==> src/rtl/bit_count_pkg.sv <==
// Shared types and sizing helpers for the bit-count pipeline.
// Consumers of the window total size their inputs with sum_width().
package bit_count_pkg;

  typedef enum logic {
    IDLE  = 1'b0,
    ACCUM = 1'b1
  } state_e;

  function automatic int sum_width(input int cnt_width, input int window);
    return cnt_width + $clog2(window);
  endfunction

endpackage

==> src/rtl/bit_count_accumulator.sv <==
// Sums the popcount of WINDOW valid samples and pulses sum_val_o with the total one cycle
// after the last sample; no backpressure. Optional threshold flag: BIT_COUNT_ACC_THRESH_EN.
module bit_count_accumulator
  import bit_count_pkg::*;
#(
  parameter int CNT_WIDTH = 3,
  parameter int WINDOW    = 16,
  parameter int SUM_W     = sum_width(CNT_WIDTH, WINDOW)
`ifdef BIT_COUNT_ACC_THRESH_EN
  , parameter int THRESHOLD = WINDOW * (2 ** (CNT_WIDTH - 1))
`endif
) (
  input  logic                 clk_i,
  input  logic                 arst_i,
  input  logic [CNT_WIDTH-1:0] cnt_i,
  input  logic                 cnt_val_i,
  input  logic                 clear_i,
  output logic [SUM_W-1:0]     sum_o,
  output logic                 sum_val_o,
  output logic                 busy_o
`ifdef BIT_COUNT_ACC_THRESH_EN
  , output logic               above_o
`endif
);

  localparam int IDX_W = $clog2(WINDOW);
  localparam logic [IDX_W-1:0] LAST_IDX = IDX_W'(WINDOW - 1);

  state_e           state_q, state_d;
  logic [SUM_W-1:0] acc_q, acc_d;
  logic [IDX_W-1:0] idx_q, idx_d;
  logic [SUM_W-1:0] sum_q, sum_d;
  logic             sum_val_q, sum_val_d;
  logic [SUM_W-1:0] total;

`ifdef BIT_COUNT_ACC_THRESH_EN
  localparam logic [SUM_W:0] THRESH_V = (SUM_W + 1)'(THRESHOLD);
  logic above_q, above_d;
`endif

  assign total = acc_q + SUM_W'(cnt_i);

  always_comb begin
    state_d   = state_q;
    acc_d     = acc_q;
    idx_d     = idx_q;
    sum_d     = sum_q;
    sum_val_d = 1'b0;
`ifdef BIT_COUNT_ACC_THRESH_EN
    above_d   = above_q;
`endif
    case (state_q)
      IDLE: begin
        if (cnt_val_i && !clear_i) begin
          acc_d   = SUM_W'(cnt_i);
          idx_d   = IDX_W'(1);
          state_d = ACCUM;
        end
      end
      ACCUM: begin
        if (clear_i) begin
          acc_d   = '0;
          idx_d   = '0;
          state_d = IDLE;
        end else if (cnt_val_i) begin
          if (idx_q == LAST_IDX) begin
            // Completing sample goes straight to the output so the next cycle can open a new window.
            sum_d     = total;
            sum_val_d = 1'b1;
            acc_d     = '0;
            idx_d     = '0;
            state_d   = IDLE;
`ifdef BIT_COUNT_ACC_THRESH_EN
            above_d   = ({1'b0, total} >= THRESH_V);
`endif
          end else begin
            acc_d = total;
            idx_d = idx_q + IDX_W'(1);
          end
        end
      end
      default: state_d = IDLE;
    endcase
  end

  always_ff @(posedge clk_i or posedge arst_i) begin
    if (arst_i) begin
      state_q   <= IDLE;
      acc_q     <= '0;
      idx_q     <= '0;
      sum_q     <= '0;
      sum_val_q <= 1'b0;
`ifdef BIT_COUNT_ACC_THRESH_EN
      above_q   <= 1'b0;
`endif
    end else begin
      state_q   <= state_d;
      acc_q     <= acc_d;
      idx_q     <= idx_d;
      sum_q     <= sum_d;
      sum_val_q <= sum_val_d;
`ifdef BIT_COUNT_ACC_THRESH_EN
      above_q   <= above_d;
`endif
    end
  end

  assign sum_o     = sum_q;
  assign sum_val_o = sum_val_q;
  assign busy_o    = (state_q == ACCUM);
`ifdef BIT_COUNT_ACC_THRESH_EN
  assign above_o   = above_q;
`endif

endmodule
==> config.mk <==
export PLATFORM = sky130hd
export DESIGN_NAME = bit_count_accumulator
export DESIGN_NICKNAME = d
export VERILOG_FILES = /design/src/rtl/bit_count_pkg.sv /design/src/rtl/bit_count_accumulator.sv
export SDC_FILE = /design/constraint.sdc
export NUM_CORES = 1
export LEC_CHECK = 0
export CAP_MARGIN = 10
export CELL_PAD_IN_SITES_DETAIL_PLACEMENT = 2
export CELL_PAD_IN_SITES_GLOBAL_PLACEMENT = 2
export CORE_MARGIN = 1.5
export CORE_UTILIZATION = 33
export CTS_BUF_LIST = sky130_fd_sc_hd__clkbuf_8 sky130_fd_sc_hd__clkbuf_16
export CTS_CLUSTER_SIZE = 14
export DETAILED_ROUTE_END_ITERATION = 12
export PLACE_DENSITY_LB_ADDON = 0.1
export SLEW_MARGIN = 10
export SYNTH_ARGS = -nofsm -noshare
export SYNTH_HDL_FRONTEND = slang
export SYNTH_SLANG_ARGS = --single-unit
==> constraint.sdc <==
create_clock -name clk_i -period 1.7 [get_ports clk_i]
set_input_delay 0.17 -clock clk_i [delete_from_list [all_inputs] [get_ports clk_i]]
set_output_delay 0.17 -clock clk_i [all_outputs]
set_load 0.02 [all_outputs]
After elaboration in Yosys (flattened, before gate mapping). Index checks and enable logic that the tools add are counted.

$add $sub $neg: 2. Equality and inequality tests: 3. Multiplexer cells: 19. Bitwise logic cells: 2. Reductions and logical operators: 4.

Operators with widths (number): 2-to-1 mux 7 bit (4); 2-to-1 mux 4 bit (4); case mux 7 bit (2 select lines) (1); 2-to-1 mux 1 bit (8); case mux 4 bit (2 select lines) (1); adder 7 x 3 -> 7 bit (1); adder 4 x 1 -> 4 bit (second input constant) (1); == test 4 bit (second input constant) (1); AND reduction 4 bit (1); inequality test 3 bit (second input constant) (1); inequality test 2 bit (second input constant) (1); inverter 1 bit (2); case mux 1 bit (2 select lines) (1); AND reduction 2 bit (1); logical AND 1 bit (1); zero test 1 bit (1).

Register bits after elaboration: 20. Logic and storage cells: 35.

Longest topological paths before layout. Gate-level depths: netlist of the first run.

Depth after elaboration: 5. Mapped depth: 6. Gate-level depth less buffers: 6.

Worst setup path after synthesis of the first run. Ideal clock, no wire load.

Path type: flip-flop to flip-flop. Start point: register acc_q[0]. End point: register acc_q[4]. Data arrival time: 1.475 ns. Required time: 1.571 ns. Slack: 0.096 ns. Stages on the path, launching flop included: 7. Path buffers: 0. Cells stage by stage: dfrtp_1 -> ha_1 -> fa_1 -> a21o_1 -> nand2_1 -> xor2_1 -> o21ai_0.

Cells in the longest elaborated chain, start to end: 5.

Ends and longest elaborated chain: from (decl) (RTL line bit_count_accumulator.sv:30) `logic [SUM_W-1:0] acc_q, acc_d;`; from (signal assigned) (RTL line bit_count_accumulator.sv:89) `acc_q <= '0;`; from (signal assigned) (RTL line bit_count_accumulator.sv:98) `acc_q <= acc_d;`; adder 7 x 3 -> 7 bit (RTL line bit_count_accumulator.sv:41) `assign total = acc_q + SUM_W'(cnt_i);`; 2-to-1 mux 7 bit (RTL line bit_count_accumulator.sv:66) `if (idx_q == LAST_IDX) begin`; 2-to-1 mux 7 bit (RTL line bit_count_accumulator.sv:65) `end else if (cnt_val_i) begin`; 2-to-1 mux 7 bit (RTL line bit_count_accumulator.sv:61) `if (clear_i) begin`; case mux 7 bit (2 select lines) (RTL line bit_count_accumulator.sv:52) `case (state_q)`.

No other way between the ends. The select of a mux whose other input is x is not followed. A chain may end at the register's enable or synchronous reset.

Worst setup path in the final report of the first run.
Start point: register state_q, in the netlist busy_o. End point: output port busy_o.

RTL lines: from (decl) (RTL line bit_count_accumulator.sv:29) `state_e state_q, state_d;`; from (signal assigned) (RTL line bit_count_accumulator.sv:97) `state_q <= state_d;`; to (decl) (RTL line bit_count_accumulator.sv:20) `output logic busy_o`.

No word-level cell between the ends.

==> flow_summary.json, run 1 <==
{
  "cp_num_buf_inv": 1,
  "status": "finished clean",
  "slew_headroom": 0.745,
  "die_area_um2": 3680,
  "maxCapViolations": 0,
  "synth-seq-cells": 20,
  "cts.clk_slew.worst_paths_ps": 80,
  "cp_top_family": "buffers and inverters",
  "routed_wl_um": 3020,
  "clock_sinks": 20,
  "start_kind": "flop",
  "synth_fa_ha_area_frac": 0.0638,
  "synth.cell_area_um2": 1100,
  "async_flop_share": 1.00,
  "synth_compound_area_frac": 0.204,
  "finalMaxSlewViolations": 0,
  "cts-root-buf": "clkbuf_8",
  "setup_viol": 0,
  "hold_violations": 0,
  "row_count": 20,
  "seq_area_frac_synth": 0.456,
  "ys.flop_type": "dfrtp_1",
  "worst-slew-pin-transition_ps": 382,
  "whs_ps": 243,
  "setup_ws_ps": 17.7,
  "grt_pass1_wl_um": 5040,
  "path_class": "reg -> out",
  "cts_tree": "yes",
  "antenna_found_initial": 0,
  "p_leak_uw": 0.000649,
  "p_comb_frac": 0.242,
  "crit_path_max_incr_delay_ps": 680,
  "worst-path-stages": 1,
  "htree_levels": 1,
  "fin_setup_tns_ps": 0,
  "port_buffers": 15,
  "cts_max_path_buffers": 2,
  "yosysUniqueCellTypes": 36,
  "ys_warn_count": 0,
  "r2r_cells": 5,
  "pwr-share-seq": 0.448,
  "syn-num-nets": 121,
  "clock_latency_ps": 250,
  "netSwitchingPower_uw": 321,
  "ir_drop_mv": 0.316,
  "postLayoutCoreUtil": 0.478,
  "reg2reg_from": "acc_q[2]",
  "switching_share": 0.273,
  "r2r_slack_ps": 30,
  "syn_inst": 109,
  "power.clock.fraction": 0.310,
  "coreArea_um2": 3100,
  "grtUsageTotal": 0.185,
  "ys_top_cells_by_count": "dfrtp_1 (20), a21oi_1 (10), o21ai_0 (9)",
  "io_pins": 16,
  "cts_made_buffers": 3,
  "crit_path_end_kind": "output pin",
  "synth.area.top_cells": "dfrtp_1 (46%), a21oi_1 (4.6%), ha_1 (4.6%), o21ai_0 (4.1%), xnor2_1 (3.2%)",
  "ant_nets": 0,
  "yosysMostFrequentCell": "dfrtp_1",
  "post_route_cells_drive_above_1_share": 0.246,
  "crit_fanout": 11,
  "drt_iter0_markers": 20,
  "layout.nets": 151,
  "hpwl_um": 2220,
  "wl_per_cell_um": 16.6,
  "grt_max_degree": 21,
  "synth.avg_cell_area_um2": 10.1,
  "synth-edff-count": 0,
  "viasPerCell": 4.98,
  "hp-class": "in -> async",
  "vias": 906,
  "internal_power_uw": 854,
  "reg2reg_to": "acc_q[6]",
  "drc": 0,
  "synthMuxAreaShare": 0.0205,
  "first_pass_iters": 2,
  "dieWidth_um": 60.7,
  "fin_skew_ps": 1.98,
  "area_growth_syn_to_layout_pct": 35.1,
  "path_cells": "clkdlybuf4s50_1",
  "design_area_um2": 1480,
  "cp.required_ps": 1530,
  "start_util": 0.354,
  "fin_crit_sh": 0.990,
  "cpMaxStageDelayCell": "clkdlybuf4s50_1",
  "yosysTopAreaCell": "dfrtp_1",
  "gp_congestion": 0.725,
  "diodes": 0,
  "yosys.area_share.xor_xnor": 0.0399,
  "period_minus_slack_ps": 1680,
  "pre_cts_slack_ps": -309,
  "crit_arrival_ps": 1510,
  "synth_top_area_share": 0.456,
  "grt_pass1_vias": 1054,
  "die_y_um": 60.7,
  "place_area_um2": 1380,
  "rsz0062_at_grt": "true",
  "fmax_mhz": 594,
  "overflow": 0,
  "synth_top_family_by_area": "compound AO/OA/AOI/OAI gates",
  "synth_simple_gate_area_frac": 0.163,
  "power_density_nw_per_um2": 792
}
## worst reg2reg max path, cell delays in order, from the launching register on
cell	delay, ps
dfrtp_1	390
ha_2	390
a21o_1	160
nand4_1	170
or3_1	410
o21ai_2	70
## layout make-up
cell class                 count  area (um2)
clock buffer                   4        55.1
fill                         349        1620
inverter                       6        22.5
multi-input combinational     78         583
sequential                    20         500
tap                           44        55.1
timing repair buffer          30         268
## worst max path at each step
| stage | start | to | slack, ps |
|---|---|---|---|
| 3_5_place_dp | cnt_i[0] | acc_q[4] | -310 |
| 6_report | busy_o | busy_o | 20 |
| 2_1_floorplan | acc_q[0] | acc_q[4] | 100 |
| 5_1_grt | acc_q[0] | sum_o[4] | -50 |
| 3_3_place_gp | cnt_i[0] | acc_q[4] | -230 |
| 4_1_cts | acc_q[0] | acc_q[4] | 1 |
## layer usage
| layer | global-route usage | vias to the layer above | wire (um) |
|---|---|---|---|
| li1 | - | 445 | - |
| met2 | 0.332 | 11 | 1610 |
| met1 | 0.236 | 448 | 1340 |
| met4 | 0.0528 | 0 | 8 |
| met3 | 0.0192 | 2 | 65 |
| met5 | 0 | - | 0 |
## cells by family (layout without fill, tap and decap cells)
kind of cell | Yosys count | count (layout)
buffers and inverters | 11 | 40
AOI/OAI and AO/OA | 35 | 35
muxes | 2 | 2
adders and majority gates | 5 | 5
DFF | 20 | 20
and+or+nand+nor | 31 | 31
xor gates and xnor gates | 5 | 5
## through the flow
| stage | total power, uW | std cells |
|---|---|---|
| global placement | 770 | 178 |
| detailed placement | 784 | 178 |
| global route | 1250 | 182 |
| finish | 1170 | 182 |
| CTS | 1180 | 182 |
| floorplan | 672 | 109 |
## cells in the final DEF, fill, tap and decap left out, types with 3 or more instances in the layout
master            n
o21ai_0           8
nand2_1           8
inv_1             6
xnor2_1           4
a21oi_1          10
buf_4            15
nor2_1            7
or3_1             3
clkbuf_8          4
clkdlybuf4s50_1  13
dfrtp_1          20
## power by group through the flow
stage,sequential [uW],clock (uW),combinational [uW]
2_1_floorplan,526,0,147
3_3_place_gp,531,0,239
3_5_place_dp,532,0,251
4_1_cts,523,381,278
5_1_grt,529,402,316
6_report,526,364,285
## registers in the layout (all words and copies together), names as in the netlist
| signal | count |
|---|---|
| sum_val_o | 1 |
| busy_o | 1 |
| sum_o | 7 |
| idx_q | 4 |
| acc_q | 7 |
## repair_timing
item,in CTS,in global routing
endpoints found under the setup margin,4,9
pin swaps,0,8
cloned,0,0
endpoints found under the hold margin,0,0
buffers inserted,0,0
gates resized for setup,3,8
hold buffers,0,0
Note: power is estimated with default switching activity, not from simulation.
==> run 2, diff against run 1 <==
--- a/config.mk
+++ b/config.mk
@@ -5,6 +5,7 @@
 export SDC_FILE = /design/constraint.sdc
 export NUM_CORES = 1
 export LEC_CHECK = 0
+export ABC_AREA = 1
 export CAP_MARGIN = 10
 export CELL_PAD_IN_SITES_DETAIL_PLACEMENT = 2
 export CELL_PAD_IN_SITES_GLOBAL_PLACEMENT = 2
==> constraint.sdc (replaced) <==
create_clock -name clk_i -period 2.12 [get_ports clk_i]
set_input_delay 0.212 -clock clk_i [delete_from_list [all_inputs] [get_ports clk_i]]
set_output_delay 0.212 -clock clk_i [all_outputs]
set_load 0.02 [all_outputs]
==> run 2 against run 1 <==
Compared with the run above: global-route usage down 1.0 points; routed wire length down 13%; die area down 2.0%; clock skew down 0.93 ps; area after synthesis down 2.1%; via count up 5.0%; flip-flop and latch count unchanged; combinational power down 41%; worst hold slack better by 71 ps; highest routed layer unchanged.
==> flow_summary.json, run 2 <==
{
  "instances_no_fill": 194,
  "yosysUniqueCellTypes": 19,
  "place_area_um2": 1290,
  "fin_crit_sh": 0.778,
  "htree_levels": 1,
  "fin_setup_tns_ps": 0,
  "status": "finished clean",
  "postCtsSetupRepairBufs": 0,
  "final_cell_mix": "nand2_1 (49), dfrtp_1 (20), nand3_1 (19), clkdlybuf4s50_1 (15), inv_1 (12)",
  "ys_top_cells_by_count": "nand2_1 (49), dfrtp_1 (20), nand3_1 (19)",
  "switching_share": 0.295,
  "cp-startpoint": "cnt_i[0]",
  "synth.cell_area_um2": 1080,
  "power_density_nw_per_um2": 637,
  "setup_ws_ps": 471,
  "cts_made_buffers": 3,
  "hold_violations": 0,
  "coreArea_um2": 3080,
  "pre_cts_slack_ps": 191,
  "synth-seq-cells": 20,
  "start_util": 0.350,
  "post_route_cells_drive_above_1_share": 0.100,
  "drc": 0,
  "postLayoutCoreUtil": 0.432,
  "overflow": 0,
  "port_buffers": 15,
  "fin_skew_ps": 1.04,
  "r2r_cells": 8,
  "synth.avg_cell_area_um2": 8.21,
  "syn-num-nets": 143,
  "vias": 951,
  "clock_sinks": 20,
  "reg2reg_to": "acc_q[4]",
  "diodes": 0,
  "ys.flop_type": "dfrtp_1",
  "netSwitchingPower_uw": 250,
  "pwr-share-seq": 0.510,
  "hp-class": "in -> async",
  "crit_fanout": 3,
  "ys_warn_count": 0,
  "ir_drop_mv": 0.305,
  "grt_pass1_vias": 1018,
  "maxCapViolations": 0,
  "period_minus_slack_ps": 1650,
  "syn_inst": 131,
  "design_area_um2": 1330,
  "gp_congestion": 0.804,
  "p_comb_frac": 0.199,
  "p_leak_uw": 0.000672,
  "crit_arrival_ps": 1850,
  "cts-root-buf": "clkbuf_8",
  "grtUsageTotal": 0.175,
  "postCtsHoldBufs": 0,
  "internal_power_uw": 598,
  "area_growth_syn_to_layout_pct": 23.6,
  "die_y_um": 60.1,
  "fmax_mhz": 607,
  "drt_iter0_markers": 19,
  "synth.area.top_cells": "dfrtp_1 (47%), nand2_1 (17%), nand3_1 (8.8%), ha_1 (4.7%), inv_1 (4.2%)",
  "finalMaxSlewViolations": 0,
  "grt_pass1_wl_um": 4600,
  "cts.clk_slew.worst_paths_ps": 70,
  "die_area_um2": 3610,
  "ant_nets": 0,
  "viasPerCell": 4.90,
  "hpwl_um": 2090,
  "synth_top_area_share": 0.465,
  "start_kind": "input port",
  "crit_path_end_kind": "flop",
  "path_class": "in -> reg",
  "row_count": 20,
  "grt_max_degree": 21,
  "worst-slew-pin-transition_ps": 344,
  "dp_cells": 191,
  "dieWidth_um": 60.1,
  "synth-edff-count": 0,
  "io_pins": 16,
  "setup_viol": 0,
  "wl_per_cell_um": 13.5,
  "yosysTopAreaCell": "dfrtp_1",
  "cts_max_path_buffers": 2,
  "post_cts_resized": 0,
  "clock_latency_ps": 250,
  "antenna_found_initial": 0,
  "power.clock.fraction": 0.291,
  "async_flop_share": 1.00,
  "slew_headroom": 0.770,
  "layout.nets": 164,
  "r2r_slack_ps": 510,
  "cp.required_ps": 2320,
  "seq_area_frac_synth": 0.465,
  "final_common_cell": "nand2_1",
  "rsz0062_at_grt": "false",
  "cts_tree": "yes",
  "yosysMostFrequentCell": "nand2_1",
  "first_pass_iters": 4,
  "reg2reg_from": "acc_q[0]",
  "routed_wl_um": 2630
}
==> run 2: logic make-up (layout without fill, tap and decap cells) <==
logic type | after synthesis | in the layout | share of synthesized area
adders and majority gates | 5 | 5 | 0.0651
buffers and inverters | 17 | 36 | 0.0616
AOI/OAI and AO/OA | 8 | 8 | 0.0430
and+or+nand+nor | 78 | 78 | 0.341
DFF | 20 | 20 | 0.465
xor gates and xnor gates | 3 | 3 | 0.0244
==> run 2: how the worst max path moves through the flow <==
stage                     to  slack (ps)  depth (start not counted)
floorplan           sum_o[4]         650                          8
global placement    acc_q[4]         240                          9
detailed placement  sum_o[4]         190                          9
CTS                 sum_o[4]         450                          9
global route        acc_q[6]         360                          9
finish              acc_q[4]         470                          9
==> run 2: worst max-delay path, stage by stage <==
cell and delay [ps]:
clkdlybuf4s50_1 440, ha_1 260, fa_1 410, nand2_1 90, nand2_1 80, nand2_1 80
xnor2_1 130, nand2_1 80, nand2_1 60
==> run 2: power groups by stage <==
stage | Combinational (uW) | Sequential (uW) | Clock, uW
after global placement | 161 | 437 | 0
after floorplan | 112 | 434 | 0
after CTS | 173 | 433 | 259
final | 168 | 433 | 247
after detailed placement | 170 | 440 | 0
after global routing | 195 | 437 | 269
==> run 2: layout make-up <==
| cell class | count | area [um2] |
|---|---|---|
| clock buffer | 3 | 41.3 |
| tap | 44 | 55.1 |
| multi-input combinational | 94 | 509 |
| fill | 360 | 1750 |
| sequential | 20 | 500 |
| inverter | 17 | 66.3 |
| timing repair buffer | 16 | 158 |
==> run 2: per-layer routing <==
metal  vias up  part of all wire  global-route usage  wire, um
met2        20              0.51               0.318      1330
met5         -                 0                   0         0
met1       469              0.44               0.200      1160
met4         0            0.0099              0.0571        26
met3         4             0.038              0.0390       100
li1        458                 -                   -         -
==> run 2: per-stage QoR <==
step	hold slack (ps)	power, uW
6_report	314	848
5_1_grt	344	901
4_1_cts	340	865
3_5_place_dp	466	610
3_3_place_gp	453	599
2_1_floorplan	176	546
==> run 3, diff against run 2 <==
--- a/config.mk
+++ b/config.mk
@@ -10,7 +10,7 @@
 export CELL_PAD_IN_SITES_DETAIL_PLACEMENT = 2
 export CELL_PAD_IN_SITES_GLOBAL_PLACEMENT = 2
 export CORE_MARGIN = 1.5
-export CORE_UTILIZATION = 33
+export CORE_UTILIZATION = 28
 export CTS_BUF_LIST = sky130_fd_sc_hd__clkbuf_8 sky130_fd_sc_hd__clkbuf_16
 export CTS_CLUSTER_SIZE = 14
 export DETAILED_ROUTE_END_ITERATION = 12
==> constraint.sdc (replaced) <==
create_clock -name clk_i -period 1.4 [get_ports clk_i]
set_input_delay 0.14 -clock clk_i [delete_from_list [all_inputs] [get_ports clk_i]]
set_output_delay 0.14 -clock clk_i [all_outputs]
set_load 0.02 [all_outputs]
==> run 3 against run 2 <==
Compared with the run above: total power rose by 94%; die area is 17% higher; critical path depth shrank 1; the flow now finishes with violations (negative setup slack); cell area is 21% higher; sequential share of layout area decreased by 6.4 points; combinational power grew 130%; clock power up 140%; critical endpoint is now sum_o[4]; worst setup slack got worse by 590 ps; global-route usage down 0.81 points; clock-buffer cell count is the same; critical path type is now reg -> reg; non-clock buffer count rose by 13.
==> flow_summary.json, run 3 (synthesis results as in run 2) <==
{
  "gp_congestion": 0.771,
  "overflow": 0,
  "setup_ws_ps": -121,
  "grt_pass1_wl_um": 5310,
  "final_common_cell": "nand2_1",
  "antenna_found_initial": 0,
  "rsz0062_at_grt": "true",
  "die_y_um": 65.0,
  "dieWidth_um": 65.0,
  "grt_pass1_vias": 1100,
  "port_buffers": 15,
  "clock_sinks": 20,
  "period_minus_slack_ps": 1520,
  "cts.clk_slew.worst_paths_ps": 90,
  "crit_fanout": 3,
  "final_cell_mix": "nand2_1 (44), dfrtp_1 (20), nand3_1 (15), buf_4 (13), inv_1 (12)",
  "post_route_cells_drive_above_1_share": 0.273,
  "power_density_nw_per_um2": 1030,
  "grtUsageTotal": 0.167,
  "io_pins": 16,
  "clock_latency_ps": 270,
  "crit_arrival_ps": 1730,
  "p_leak_uw": 0.000911,
  "drc": 0,
  "cp.required_ps": 1610,
  "fmax_mhz": 657,
  "place_area_um2": 1350,
  "cts_tree": "yes",
  "worst-slew-pin-transition_ps": 317,
  "crit_path_end_kind": "flop",
  "start_kind": "flop",
  "setup_viol": 6,
  "cts_made_buffers": 3,
  "cts-root-buf": "clkbuf_8",
  "maxCapViolations": 0,
  "area_growth_syn_to_layout_pct": 49.1,
  "routed_wl_um": 3320,
  "design_area_um2": 1600,
  "whs_ps": 201,
  "finalMaxSlewViolations": 0,
  "postCtsHoldBufs": 0,
  "ant_nets": 0,
  "cts_max_path_buffers": 2,
  "status": "complete, but fails checks",
  "coreArea_um2": 3690,
  "hpwl_um": 2430,
  "drt_iter0_markers": 26,
  "layout.nets": 178,
  "violations": "negative setup slack",
  "die_area_um2": 4220,
  "diodes": 0,
  "htree_levels": 1,
  "ir_drop_mv": 0.552,
  "slew_headroom": 0.788,
  "fin_crit_sh": 1.09,
  "hold_violations": 0,
  "row_count": 22,
  "grt_max_degree": 21,
  "viasPerCell": 4.62,
  "first_pass_iters": 2,
  "wl_per_cell_um": 15.6,
  "path_class": "reg -> reg",
  "start_util": 0.292,
  "hp-class": "in -> async",
  "vias": 985,
  "fin_skew_ps": 9.39
}
run 3: cell count changes in the layout (fill, tap and decap cells not counted), moves of 2 or more:
cell	change
buf_4	+12
clkdlybuf4s50_1	-7
dlymetal6s2s_1	+6
nand2_1	-5
nand3_1	-4
nand3_2	+4
ha_1	-3
ha_4	+3
nand2_4	+3
nand2_2	+2
run 3: critical path, cell delays in order (launching register included):
cell and delay, ps:
dfrtp_1 420, ha_4 180, fa_2 350, nand2_2 100, nand2_4 70, nand2_4 60
xnor2_2 120, nand2_1 90, nand2_1 80
run 3: path summary, 6_finish.rpt:
path	startpoint	end	slack, ps	cells past startpoint
worst max-delay path	acc_q[0]	sum_o[4]	-120	8
worst min-delay path	arst_i	idx_q[2]	200	3
worst max register to register	acc_q[0]	sum_o[4]	-120	8
worst min register to register	sum_o[1]	sum_o[1]	480	2
max in group asynchronous	arst_i	acc_q[1]	980	3
min in group clk_i	sum_o[1]	sum_o[1]	480	2
run 3: through the flow:
stage          total power [uW]  setup TNS, ps  setup WS, ps   util  instances
2_1_floorplan               830              0          13.3      -        131
3_3_place_gp                963          -2410          -284  0.366        202
3_5_place_dp                986          -3070          -345  0.366        202
4_1_cts                    1610           -551          -110  0.395        207
5_1_grt                    1740          -1000          -197  0.435        213
6_report                   1650           -401          -121  0.435        213
run 3: cell type report:
class / instances / area [um2]
Timing Repair Buffer: 29 / 282
Clock buffer: 3 / 41.3
Tap cell: 48 / 60.1
Sequential cell: 20 / 500
Multi-Input combinational cell: 95 / 619
Clock inverter: 1 / 30.0
Fill cell: 429 / 2080
Inverter: 17 / 71.3
run 3: report_power, final:
part           switching, uW  total (uW)  internal [uW]
logic                    206         380            174
clock network            222         605            382
registers               46.9         661            614
run 3: per-layer routing:
layer / vias up / share of wire / GRT usage
li1: 484 / - / -
met1: 482 / 0.45 / 0.210
met2: 14 / 0.52 / 0.290
met3: 5 / 0.026 / 0.0313
met4: 0 / 0.010 / 0.0479
met5: - / 0 / 0
run 3: timing repair:
action | in CTS | in global routing
buffers inserted | 1 | 5
endpoints found under the setup margin | 8 | 19
gates resized for setup | 8 | 21
endpoints found under the hold margin | 0 | 0
cloned | 0 | 1
pin swaps | 3 | 8
